**config.mk**
```make
export PLATFORM = sky130hd
export DESIGN_NAME = mem_arbiter
export DESIGN_NICKNAME = d
export VERILOG_FILES = /design/src/rtl/mem_arbiter.sv
export SDC_FILE = /design/constraint.sdc
export NUM_CORES = 1
export LEC_CHECK = 0
export CAP_MARGIN = 10
export CORE_MARGIN = 1.5
export CORE_UTILIZATION = 40
export CTS_CLUSTER_SIZE = 20
export DETAILED_ROUTE_END_ITERATION = 10
export DONT_BUFFER_PORTS = 1
export GPL_TIMING_DRIVEN = 0
export PLACE_DENSITY = 0.64
export RECOVER_POWER = 100
export SKIP_LAST_GASP = 1
export SLEW_MARGIN = 20
export SYNTH_ARGS = -nofsm -noshare
export SYNTH_HDL_FRONTEND = slang
export SYNTH_SLANG_ARGS = --single-unit
```
**constraint.sdc**
```tcl
create_clock -name clk -period 2.8 [get_ports clk]
set_input_delay 0.56 -clock clk [delete_from_list [all_inputs] [get_ports clk]]
set_output_delay 0.56 -clock clk [all_outputs]
set_load 0.005 [all_outputs]
```
**src/rtl/mem_arbiter.sv**
```systemverilog
// mem_arbiter: shares the single-port unified instruction/data memory between the
// IF stage (fetch) and the MEM stage (lw/sw). One requester is granted at a time.
// Each access runs ISSUE -> WAIT (LAT cycles) -> DONE, and ends with a one-cycle
// ready pulse alongside the registered read data.
//
// Ports:
//   clk, rst                     clock and synchronous active-high reset
//   if_req/if_addr               fetch request (held until if_ready) and PC
//   if_ready/if_rdata            fetch-complete pulse and registered instruction word
//   d_read/d_write/d_addr/d_wdata  data request (held until d_ready), address, store data
//   d_ready/d_rdata              data-complete pulse and registered load data
//   mem_en/mem_we/mem_addr/mem_wdata  memory port (registered)
//   mem_rdata                    memory read data, valid LAT cycles after mem_en
//   stall                        combinational pipeline stall
module mem_arbiter #(
  parameter int unsigned ADDR_W = 32,
  parameter int unsigned DATA_W = 32,
  parameter int unsigned LAT    = 2   // legal range 1..15
) (
  input  logic              clk,
  input  logic              rst,
  input  logic              if_req,
  input  logic [ADDR_W-1:0] if_addr,
  output logic              if_ready,
  output logic [DATA_W-1:0] if_rdata,
  input  logic              d_read,
  input  logic              d_write,
  input  logic [ADDR_W-1:0] d_addr,
  input  logic [DATA_W-1:0] d_wdata,
  output logic              d_ready,
  output logic [DATA_W-1:0] d_rdata,
  output logic              mem_en,
  output logic              mem_we,
  output logic [ADDR_W-1:0] mem_addr,
  output logic [DATA_W-1:0] mem_wdata,
  input  logic [DATA_W-1:0] mem_rdata,
  output logic              stall
);

  typedef enum logic [1:0] {StIdle, StIssue, StWait, StDone} state_e;

  state_e            state_q, state_d;
  logic              grant_q, grant_d;   // 0 = fetch, 1 = data
  logic              last_q, last_d;     // last requester served, same encoding
  logic              wr_q, wr_d;         // latched write enable of access in flight
  logic [3:0]        cnt_q, cnt_d;
  logic              mem_en_q, mem_en_d;
  logic              mem_we_q, mem_we_d;
  logic [ADDR_W-1:0] addr_q, addr_d;
  logic [DATA_W-1:0] wdata_q, wdata_d;
  logic              if_ready_q, if_ready_d;
  logic              d_ready_q, d_ready_d;
  logic [DATA_W-1:0] if_rdata_q, if_rdata_d;
  logic [DATA_W-1:0] d_rdata_q, d_rdata_d;
  logic              d_req;

  // A simultaneous read+write is a write; the read half is dropped.
  assign d_req = d_read | d_write;

  always_comb begin
    state_d    = state_q;
    grant_d    = grant_q;
    last_d     = last_q;
    wr_d       = wr_q;
    cnt_d      = cnt_q;
    addr_d     = addr_q;
    wdata_d    = wdata_q;
    mem_en_d   = 1'b0;
    mem_we_d   = 1'b0;
    if_ready_d = 1'b0;
    d_ready_d  = 1'b0;
    if_rdata_d = if_rdata_q;
    d_rdata_d  = d_rdata_q;

    unique case (state_q)
      StIdle: begin
        if (d_req || if_req) begin
          // On a tie, serve whoever was not served last so fetch cannot starve.
          grant_d = d_req && (!if_req || !last_q);
          if (grant_d) begin
            addr_d  = d_addr;
            wdata_d = d_wdata;
            wr_d    = d_write;
          end else begin
            addr_d  = if_addr;
            wdata_d = '0;
            wr_d    = 1'b0;
          end
          // Registered strobe: high during the ISSUE cycle only.
          mem_en_d = 1'b1;
          mem_we_d = wr_d;
          state_d  = StIssue;
        end
      end
      StIssue: begin
        cnt_d   = 4'(LAT);
        state_d = StWait;
      end
      StWait: begin
        cnt_d = cnt_q - 4'd1;
        if (cnt_q == 4'd1) begin
          // mem_rdata is valid this cycle; capture it and raise ready for DONE.
          last_d = grant_q;
          if (grant_q) begin
            d_ready_d = 1'b1;
            if (!wr_q) d_rdata_d = mem_rdata;
          end else begin
            if_ready_d = 1'b1;
            if_rdata_d = mem_rdata;
          end
          state_d = StDone;
        end
      end
      StDone: begin
        state_d = StIdle;
      end
      default: begin
        state_d = StIdle;
      end
    endcase
  end

  always_ff @(posedge clk) begin
    if (rst) begin
      state_q    <= StIdle;
      grant_q    <= 1'b0;
      last_q     <= 1'b0;
      wr_q       <= 1'b0;
      cnt_q      <= 4'd0;
      mem_en_q   <= 1'b0;
      mem_we_q   <= 1'b0;
      addr_q     <= '0;
      wdata_q    <= '0;
      if_ready_q <= 1'b0;
      d_ready_q  <= 1'b0;
      if_rdata_q <= '0;
      d_rdata_q  <= '0;
    end else begin
      state_q    <= state_d;
      grant_q    <= grant_d;
      last_q     <= last_d;
      wr_q       <= wr_d;
      cnt_q      <= cnt_d;
      mem_en_q   <= mem_en_d;
      mem_we_q   <= mem_we_d;
      addr_q     <= addr_d;
      wdata_q    <= wdata_d;
      if_ready_q <= if_ready_d;
      d_ready_q  <= d_ready_d;
      if_rdata_q <= if_rdata_d;
      d_rdata_q  <= d_rdata_d;
    end
  end

  assign mem_en    = mem_en_q;
  assign mem_we    = mem_we_q;
  assign mem_addr  = addr_q;
  assign mem_wdata = wdata_q;
  assign if_ready  = if_ready_q;
  assign d_ready   = d_ready_q;
  assign if_rdata  = if_rdata_q;
  assign d_rdata   = d_rdata_q;

  assign stall = (if_req & ~if_ready_q) | (d_req & ~d_ready_q);

endmodule

```
### After elaboration in Yosys (flattened, before gate mapping)

Index checks and enable logic that the tools add are counted.

* register bits: 141
* input port bits: 133
* output and inout port bits: 133
* word-level logic and storage cells: 57

* add/subtract/negate cells: 1
* equality and inequality tests: 6
* mux-type cells: 10
* bitwise operators: 12
* reduce and logical (&&, ||, !) cells: 15

Operators by type and width (count)
* 32-bit 2-to-1 mux: 2
* 1-bit inverter: 8
* 2-bit one-hot mux with 4 select lines: 1
* 4-bit one-hot mux with 2 select lines: 1
* 2-bit AND reduction: 3
* 3-bit OR reduction: 2
* 2-bit == test (second input constant): 2
* 4-bit by 1-bit == test with 1-bit output (second input constant): 1
* 1-bit 2-to-1 mux: 4
* 2-bit 2-to-1 mux: 2
* 2-bit inequality test (second input constant): 2
* 4-bit AND reduction: 1
* 4-bit by 1-bit subtractor with 4-bit output (second input constant): 1
* 3-bit AND reduction: 1
* 1-bit AND: 2
* 2-bit by 1-bit == test with 1-bit output (second input constant): 1
* 1-bit zero test: 2
* 2-bit zero test: 1
* 1-bit logical OR: 2
* 1-bit bitwise OR: 2
* 2-bit nonzero test: 1
* 2-bit OR reduction: 1
* 1-bit logical AND: 1

### Depth between registers and ports, before layout

Gate-level depths: netlist of run 1.

* word-level depth: 4
* mapped depth: 8
* gate-level depth less buffers: 5

### Worst setup path after synthesis of run 1

OpenSTA, ideal clock, no wires.

* path kind: register to register
* from: register state_q[0]
* to: register if_rdata_q[10] (netlist: if_rdata[10])
* library setup time: 0.059 ns
* arrival: 1.543 ns
* data required time: 2.741 ns
* setup slack: 1.199 ns
* cell stages (with the launch flop): 9
* path buffers: 3
* cells stage by stage: dfxtp_1 -> inv_1 -> ha_1 -> buf_2 -> and4bb_1 -> buf_2 -> a21oi_4 -> buf_2 -> a22o_1

* word-level cells in the longest chain between the ends: 2

RTL lines
* start: declaration: RTL line 42 `state_e state_q, state_d;`
* start signal: assignment: RTL line 125 `state_q <= StIdle;`
* start signal: assignment: RTL line 139 `state_q <= state_d;`
* 2-bit == test: RTL line 75 `unique case (state_q)`
* 3-bit AND reduction (no line)
* end signal: assignment: RTL line 150 `if_rdata_q <= if_rdata_d;`
* end: declaration: RTL line 53 `logic [DATA_W-1:0] if_rdata_q, if_rdata_d;`

No other way between the ends.
A chain may end at the register's enable or synchronous reset.

### Final worst setup path of run 1

* from: register state_q[0]
* to: register if_rdata_q[24] (netlist: if_rdata[24])

The elaborated chain is that of the path after synthesis.

==> key figures, run 1 <==
Clock tree
  • Clock latency on the worst-skew pair: 0.42 ns
  • Cts bufs inserted: 17
  • Hold buffers post-CTS: 0
  • Number of buffers added for setup after CTS: 0
  • CTS clock-pin slew for the worst setup and hold paths: 0.06 ns
  • Root Driver: clkbuf_16
  • H-tree Lvls: 4
  • TritonCTS clock tree: done
  • Post-CTS Resized: 0
  • Max clock buf depth: 2
  • Clk sink count: 141

Yosys
  • Top cell type's share of synthesized area: 55.4%
  • Synthesized Nets: 601
  • Register area share after synthesis: 55.4%
  • Most common cell in the netlist: dfxtp_1
  • Top cells by area, synth: dfxtp_1, a22o_1, mux2i_1, o2bb2ai_1, a21oi_1
  • Distinct cells, synth: 38
  • EDFF count, synth: 0
  • Synth Area in Adders: 1.23%
  • Syn_area_per_cell: 11.0 sq um
  • Post-synthesis register bit count: 141
  • Synth Area in Simple Gates: 6.39%
  • Top cells by count, synth: dfxtp_1, a22o_1, a21oi_1
  • Synth Instances: 463
  • Compound-Gate Fraction of Synth Area: 25.4%
  • Mapped Area: 5090 sq um
  • Multiplexer area fraction after synthesis: 6.48%
  • Largest family of logic cells by synthesized area: compound AO/OA/AOI/OAI gates
  • Yosys top cell by area: dfxtp_1
  • XOR/XNOR share of the synthesized area: 0%
  • Async S/R FF share, synth: 0%
  • Post-synth top flop: dfxtp_1
  • Yosys warnings: 0

Floorplanning
  • Top Ports: 266
  • Horiz. Die Dim: 116 um
  • Starting Density: 40.7%
  • Core footprint: 12500 sq um
  • FP Rows: 41
  • Die Ht: 116 um
  • Die area: 13400 sq um

Critical path
  • Critical path's slowest cell: nor3_2
  • Critical path startpoint category: register
  • Crit path max fanout: 10
  • Worst reg-to-reg path cell count: 7
  • Reg-to-Reg Start: state_q[0]$_SDFFE_PP0P_
  • Req. time, crit path: 3.16 ns
  • CP max stage delay: 0.48 ns
  • Critical path class: register to register
  • Worst path cell trace: inv_1 > ha_1 > clkbuf_1 > nand4bb_2 > nor3_2 > buf_2 > a22o_1
  • Critical Path Start: state_q[0]$_SDFFE_PP0P_
  • Crit end category: register
  • Critical path arrival: 2.65 ns

Detailed routing
  • Iteration-0 DRC Markers: 147
  • Post-route ant nets: 0
  • DR WL/cell: 20.8 um
  • Routed wire length: 13900 um
  • Post-DR vias/cell: 5.73
  • DRT Pass-1 Iters: 4
  • DR vias: 3815
  • DRC: 0

Timing
  • Post-layout min period: 2.29 ns
  • RSZ-0062 raised after global routing: no
  • Final period util: 81.6%
  • Fin. Hold Viols: 0
  • Max Slew Vio Count: 0
  • Setup TNS: 0 ns
  • Final Skew: 0.0145 ns
  • Setup violations, final: 0
  • Max Fclk: 0.438 GHz
  • Slew @ Worst Pin: 0.509 ns
  • Slew HR: 66.0%

Min path
  • Hold Startpoint: mem_rdata[13]
  • Worst Hold Class: primary input to register
  • Hold path cells: 1

Final layout
  • Design Area, Final: 5850 sq um
  • Filler cells: 1181
  • N_diodes: 0
  • Share of cells above drive strength 1: 10.9%
  • P&R area growth vs syn: 14.9%
  • Fin nets: 620

Global routing
  • Global route hottest layer: met2
  • Met2 usage: 34.6%
  • Global routing usage on met1: 20.7%
  • Largest net degree at the start of global routing: 17
  • Total grt overflow: 0
  • GRT met3 Usage: 8.63%
  • Vias in the first global route: 3658
  • GRT Overall Usage: 19.7%
  • Global-route wire length before repair: 19800 um
  • Initial antenna violation count: 0

Placement
  • PortBufs: 0
  • Detailed-placement wirelength estimate: 10400 um
  • RePlAce Congestion: 0.770
  • Placed inst area: 5310 sq um

Run
  • Max Cap Violations: 0

Pwr
  • Peak supply drop: 0.000409 V
  • PwrDens: 976 nW/um^2
  • Leak: 0.00227 uW

Outcome
  • Status: completed
cell usage in the layout (no fill, tap or decap), types with 2 or more instances in the layout:
master / n
dfxtp_1: 141
clkbuf_8: 2
nor2b_1: 3
ha_1: 5
a21oi_1: 36
a21o_1: 2
clkinv_2: 2
buf_2: 17
clkinvlp_4: 4
mux2i_1: 33
nand3_1: 33
a211oi_1: 2
bufinv_16: 2
clkbuf_16: 17
nor3_1: 3
nand2b_1: 3
nand2_1: 3
clkbuf_1: 26
nand4b_1: 2
o21ai_0: 33
inv_1: 7
nor2_1: 2
a22o_1: 65
o2bb2ai_1: 32
inv_6: 2
worst paths after layout:
kind	endpoint	slack (ns)
max reg2reg	if_rdata[24]$_SDFFE_PP0P_	0.51
min	if_rdata[13]$_SDFFE_PP0P_	0.26
min reg2reg	mem_addr[20]$_SDFFE_PP0P_	0.49
max	if_rdata[24]$_SDFFE_PP0P_	0.51
routing by layer:
| layer | vias up | wire length (um) |
|---|---|---|
| li1 | 1772 | - |
| met1 | 1816 | 5060 |
| met2 | 206 | 7130 |
| met3 | 21 | 1420 |
| met4 | 0 | 258 |
| met5 | - | 0 |
final cells by class:
type	instances	area, sq um	area share, %
Buffer	43	183	3.12
Inverter	8	30.0	0.513
Clock inverter	12	138	2.35
Clock buffer	19	453	7.74
Sequential cell	141	2820	48.2
Tap cell	172	215	3.68
Multi-Input combinational cell	271	2010	34.4
worst max-delay path: cells and delay by family (launching register included):
kind	cells	cell delay (ns)
DFF	1	0.30
and+or+nand+nor	2	0.82
buffers and inverters	3	0.80
AOI/OAI and AO/OA	1	0.16
adders and majority gates	1	0.16
state kept, by name, summed over array words and instances, names as in the netlist, 2 cells and up:
name	flops
cnt_q	4
d_rdata	32
if_rdata	32
mem_addr	32
mem_wdata	32
state_q	2
through the flow:
step                      instances  utilization, %  setup WS (ns)  power [uW]  hold slack (ns)
after detailed placement        635            42.4          0.736        3600            0.476
after CTS                       666            47.1          0.712        5820            0.249
after global placement          635            42.4          0.799        3550            0.473
after floorplan                 463               -           1.20        3290            0.440
final                           666            46.8          0.515        5710            0.257
after global routing            666            46.8          0.305        5980            0.251
logic make-up after synthesis:
| family | after synthesis |
|---|---|
| buffers and inverters | 51 |
| muxes | 33 |
| adders and majority gates | 5 |
| AOI/OAI and AO/OA | 177 |
| DFF | 141 |
| and+or+nand+nor | 56 |
where the power goes:
group          total (uW)  switching, uW  internal [uW]
clock                2220            857           1360
sequential           2560            255           2310
combinational         935            586            348
(Power assumes the default switching activity.)
==> run 2, diff against run 1 <==
==> constraint.sdc (replaced) <==
create_clock -name clk -period 2.31 [get_ports clk]
set_input_delay 0.462 -clock clk [delete_from_list [all_inputs] [get_ports clk]]
set_output_delay 0.462 -clock clk [all_outputs]
set_load 0.005 [all_outputs]
==> key figures, run 2 (same netlist as run 1, synthesis figures left out) <==
Outcome
  • Status: completed

Floorplanning
  • Die area: 13400 sq um
  • Starting Density: 40.7%
  • Top Ports: 266
  • Die Ht: 116 um
  • FP Rows: 41
  • Horiz. Die Dim: 116 um
  • Core footprint: 12500 sq um

Global routing
  • Vias in the first global route: 3658
  • Total grt overflow: 0
  • Largest net degree at the start of global routing: 17
  • GRT Overall Usage: 19.7%
  • Global-route wire length before repair: 19800 um
  • Initial antenna violation count: 0

Final layout
  • Filler cells: 1179
  • Share of cells above drive strength 1: 11.5%
  • Most frequent cells in the layout: dfxtp_1, a22o_1, a21oi_1
  • Storage element area: 2820 sq um
  • Final Core Density: 46.8%
  • Design Area, Final: 5860 sq um
  • Area occupied by multi-input gates: 2010 sq um
  • P&R area growth vs syn: 15.0%
  • Fin nets: 620
  • N_diodes: 0
  • Commonest non-fill, non-tap cell in the layout: dfxtp_1

Timing
  • Final Skew: 0.0144 ns
  • Setup TNS: 0 ns
  • Post-layout min period: 2.10 ns
  • Slew HR: 66.0%
  • Final WS setup: 0.210 ns
  • Max Fclk: 0.476 GHz
  • Final period util: 90.9%
  • Slew @ Worst Pin: 0.509 ns
  • Max Slew Vio Count: 0
  • Fin. Hold Viols: 0
  • Setup violations, final: 0
  • RSZ-0062 raised after global routing: no

Clock tree
  • TritonCTS clock tree: done
  • Clock latency on the worst-skew pair: 0.42 ns
  • Cts bufs inserted: 17
  • Hold buffers post-CTS: 0
  • Root Driver: clkbuf_16
  • H-tree Lvls: 4
  • Clk sink count: 141
  • CTS clock-pin slew for the worst setup and hold paths: 0.06 ns
  • Max clock buf depth: 2
  • Number of buffers added for setup after CTS: 0
  • Post-CTS Resized: 0

Detailed routing
  • DRT Pass-1 Iters: 4
  • Iteration-0 DRC Markers: 164
  • Post-route ant nets: 0
  • Post-DR vias/cell: 5.69
  • DR WL/cell: 20.7 um
  • Routed wire length: 13800 um
  • DRC: 0
  • DR vias: 3792

Critical path
  • Critical path arrival: 2.46 ns
  • Critical path's slowest cell: nor3_2
  • Critical path class: register to register
  • CP max stage delay: 0.46 ns
  • Critical path startpoint category: register
  • Req. time, crit path: 2.67 ns
  • Crit path max fanout: 10
  • Crit end category: register
  • Worst path cell trace: inv_1 > ha_1 > buf_2 > nand4bb_2 > nor3_2 > clkbuf_2 > a22o_1

Min path
  • Worst Hold Class: primary input to register

Placement
  • Detailed-placement wirelength estimate: 10400 um
  • Placed inst area: 5310 sq um
  • PortBufs: 0
  • Setup slack after placement: 0.246 ns
  • RePlAce Congestion: 0.770

Pwr
  • Design Power: 6920 uW
  • PwrDens: 1180 nW/um^2
  • Peak supply drop: 0.000492 V
  • Leak: 0.00228 uW

Run
  • Max Cap Violations: 0
## run 2: final timing paths
check,from,end,slack [ns],depth (start not counted)
setup / recovery,state_q[0]$_SDFFE_PP0P_,if_rdata[24]$_SDFFE_PP0P_,0.21,7
hold / removal,mem_rdata[13],if_rdata[13]$_SDFFE_PP0P_,0.16,1
setup reg to reg,state_q[0]$_SDFFE_PP0P_,if_rdata[24]$_SDFFE_PP0P_,0.21,7
hold reg to reg,mem_addr[20]$_SDFFE_PP0P_,mem_addr[20]$_SDFFE_PP0P_,0.49,1
## run 2: per-layer routing
metal / up-vias / wire length [um] / global-route usage, %
met5: - / 0 / 0
met4: 0 / 231 / 8.05
met3: 18 / 1400 / 8.63
met2: 197 / 7140 / 34.6
met1: 1806 / 5050 / 20.7
li1: 1771 / - / -
## run 2: layout make-up
cell class              count  area share (%)
multi-input cells         271            34.3
flip-flops and latches    141            48.2
inverters                   8           0.513
clock buffers              19            7.74
well taps                 172            3.68
plain buffers              43            3.18
clock inverters            12            2.35
## run 2: per-stage QoR
stage | cells | hold slack (ns)
2_1_floorplan | 463 | 0.440
3_3_place_gp | 635 | 0.473
3_5_place_dp | 635 | 0.476
4_1_cts | 666 | 0.151
5_1_grt | 666 | 0.153
6_report | 666 | 0.162
## run 2: worst max-delay path: cells and delay by family (launching register included)
family / cells / cell delay (ns)
AO/OA/AOI/OAI: 1 / 0.16
adder cells (fa/ha/maj): 1 / 0.16
buffers and inverters: 3 / 0.66
flip-flops: 1 / 0.30
AND/OR/NAND/NOR: 2 / 0.75
## run 2: power breakdown
| part | total [uW] | internal (uW) | switching, uW |
|---|---|---|---|
| clock | 2680 | 1650 | 1030 |
| combinational | 1140 | 427 | 713 |
| sequential | 3100 | 2800 | 309 |
==> run 3, diff against run 2 <==
==> constraint.sdc (replaced) <==
create_clock -name clk -period 2.31 [get_ports clk]
set_input_delay 0.462 -clock clk [delete_from_list [all_inputs] [get_ports clk]]
set_output_delay 0.462 -clock clk [all_outputs]
set_load 0.1 [all_outputs]
==> key figures, run 3 (same netlist as run 1, synthesis figures left out) <==
Outcome
  • Status: completed

Detailed routing
  • Post-route ant nets: 0
  • DR WL/cell: 20.5 um
  • Iteration-0 DRC Markers: 195
  • Post-DR vias/cell: 5.72
  • Met1 Wirelength: 5010 um
  • Metal2 WL: 6790 um
  • Met3 WL: 1560 um
  • Routed wire length: 13700 um
  • DRC: 0
  • DRT Pass-1 Iters: 4
  • Uppermost layer routed: met4
  • DR vias: 3813

Critical path
  • Critical path class: register to register
  • Crit end category: register
  • Req. time, crit path: 2.66 ns
  • Crit path max fanout: 10
  • Critical path arrival: 2.44 ns
  • Critical path startpoint category: register

Clock tree
  • Post-CTS Resized: 3
  • Number of buffers added for setup after CTS: 0
  • TritonCTS clock tree: done
  • Root Driver: clkbuf_16
  • Cts bufs inserted: 17
  • Max clock buf depth: 2
  • Hold buffers post-CTS: 0
  • Clock latency on the worst-skew pair: 0.42 ns
  • Clk sink count: 141
  • H-tree Lvls: 4
  • CTS clock-pin slew for the worst setup and hold paths: 0.06 ns

Timing
  • Max Fclk: 0.480 GHz
  • Max Slew Vio Count: 0
  • Setup TNS: 0 ns
  • Post-layout min period: 2.08 ns
  • Final Skew: 0.00860 ns
  • Slew HR: 29.7%
  • Final period util: 90.2%
  • Setup violations, final: 0
  • RSZ-0062 raised after global routing: no
  • Slew @ Worst Pin: 1.05 ns
  • Fin. Hold Viols: 0

Floorplanning
  • Die area: 13400 sq um
  • Die Ht: 116 um
  • Core footprint: 12500 sq um
  • Horiz. Die Dim: 116 um
  • Starting Density: 40.7%
  • FP Rows: 41
  • Top Ports: 266

Final layout
  • Commonest non-fill, non-tap cell in the layout: dfxtp_1
  • Share of cells above drive strength 1: 12.9%
  • P&R area growth vs syn: 15.9%
  • Storage element area: 2830 sq um
  • Area occupied by multi-input gates: 2020 sq um
  • Final Core Density: 47.2%
  • Filler cells: 1186
  • N_diodes: 0
  • Fin nets: 620
  • Design Area, Final: 5900 sq um
  • Most frequent cells in the layout: dfxtp_1, a22o_1, a21oi_1

Global routing
  • Global-route wire length before repair: 20100 um
  • GRT Overall Usage: 19.9%
  • Initial antenna violation count: 0
  • Vias in the first global route: 3813
  • Largest net degree at the start of global routing: 17
  • Total grt overflow: 0

Pwr
  • PwrDens: 1550 nW/um^2
  • Peak supply drop: 0.000489 V
  • Leak: 0.00231 uW

Placement
  • PortBufs: 0
  • Placed inst area: 5320 sq um
  • Detailed-placement wirelength estimate: 10300 um
  • RePlAce Congestion: 0.809

Min path
  • Worst Hold Class: primary input to register

Run
  • Max Cap Violations: 0
==> run 3: worst paths after layout <==
check,from,endpoint,slack [ns],cells after the start
worst max-delay path,last_q$_SDFFE_PP0P_,mem_wdata[14]$_SDFFE_PP0P_,0.23,5
worst min-delay path,mem_rdata[20],if_rdata[20]$_SDFFE_PP0P_,0.17,1
worst max register to register,last_q$_SDFFE_PP0P_,mem_wdata[14]$_SDFFE_PP0P_,0.23,5
worst min register to register,cnt_q[1]$_SDFFE_PP0P_,cnt_q[1]$_SDFFE_PP0P_,0.51,2
==> run 3: layout make-up <==
cell class,instances,share of cell area (%)
flip-flops and latches,141,47.9
inverters,8,0.509
multi-input cells,271,34.2
clock buffers,21,7.80
plain buffers,43,3.75
clock inverters,11,2.25
well taps,172,3.65
==> run 3: where the power goes <==
group	internal (uW)	switching, uW
logic	469	708
clock network	1660	1050
registers	2790	2470
total	4920	4230
==> run 3: stage by stage <==
stage	hold WS (ns)	cells	power [uW]	setup WS [ns]
finish	0.166	667	9150	0.226
global route	0.148	667	9480	0.0758
CTS	0.153	667	9240	0.243
detailed placement	0.495	635	6500	0.166
global placement	0.481	635	6450	0.160
floorplan	0.440	463	6150	0.207
==> run 3: critical path: stages, from the launching register on <==
cell       delay [ns]
dfxtp_1          0.34
a2bb2oi_1        0.67
and2_0           0.21
clkbuf_1         0.29
clkbuf_2         0.31
a22o_1           0.19
==> run 3: layer usage <==
layer / vias up / track usage [%]
met3: 25 / 9.21
met5: - / 0
li1: 1777 / -
met4: 0 / 9.35
met1: 1821 / 20.5
met2: 190 / 34.3
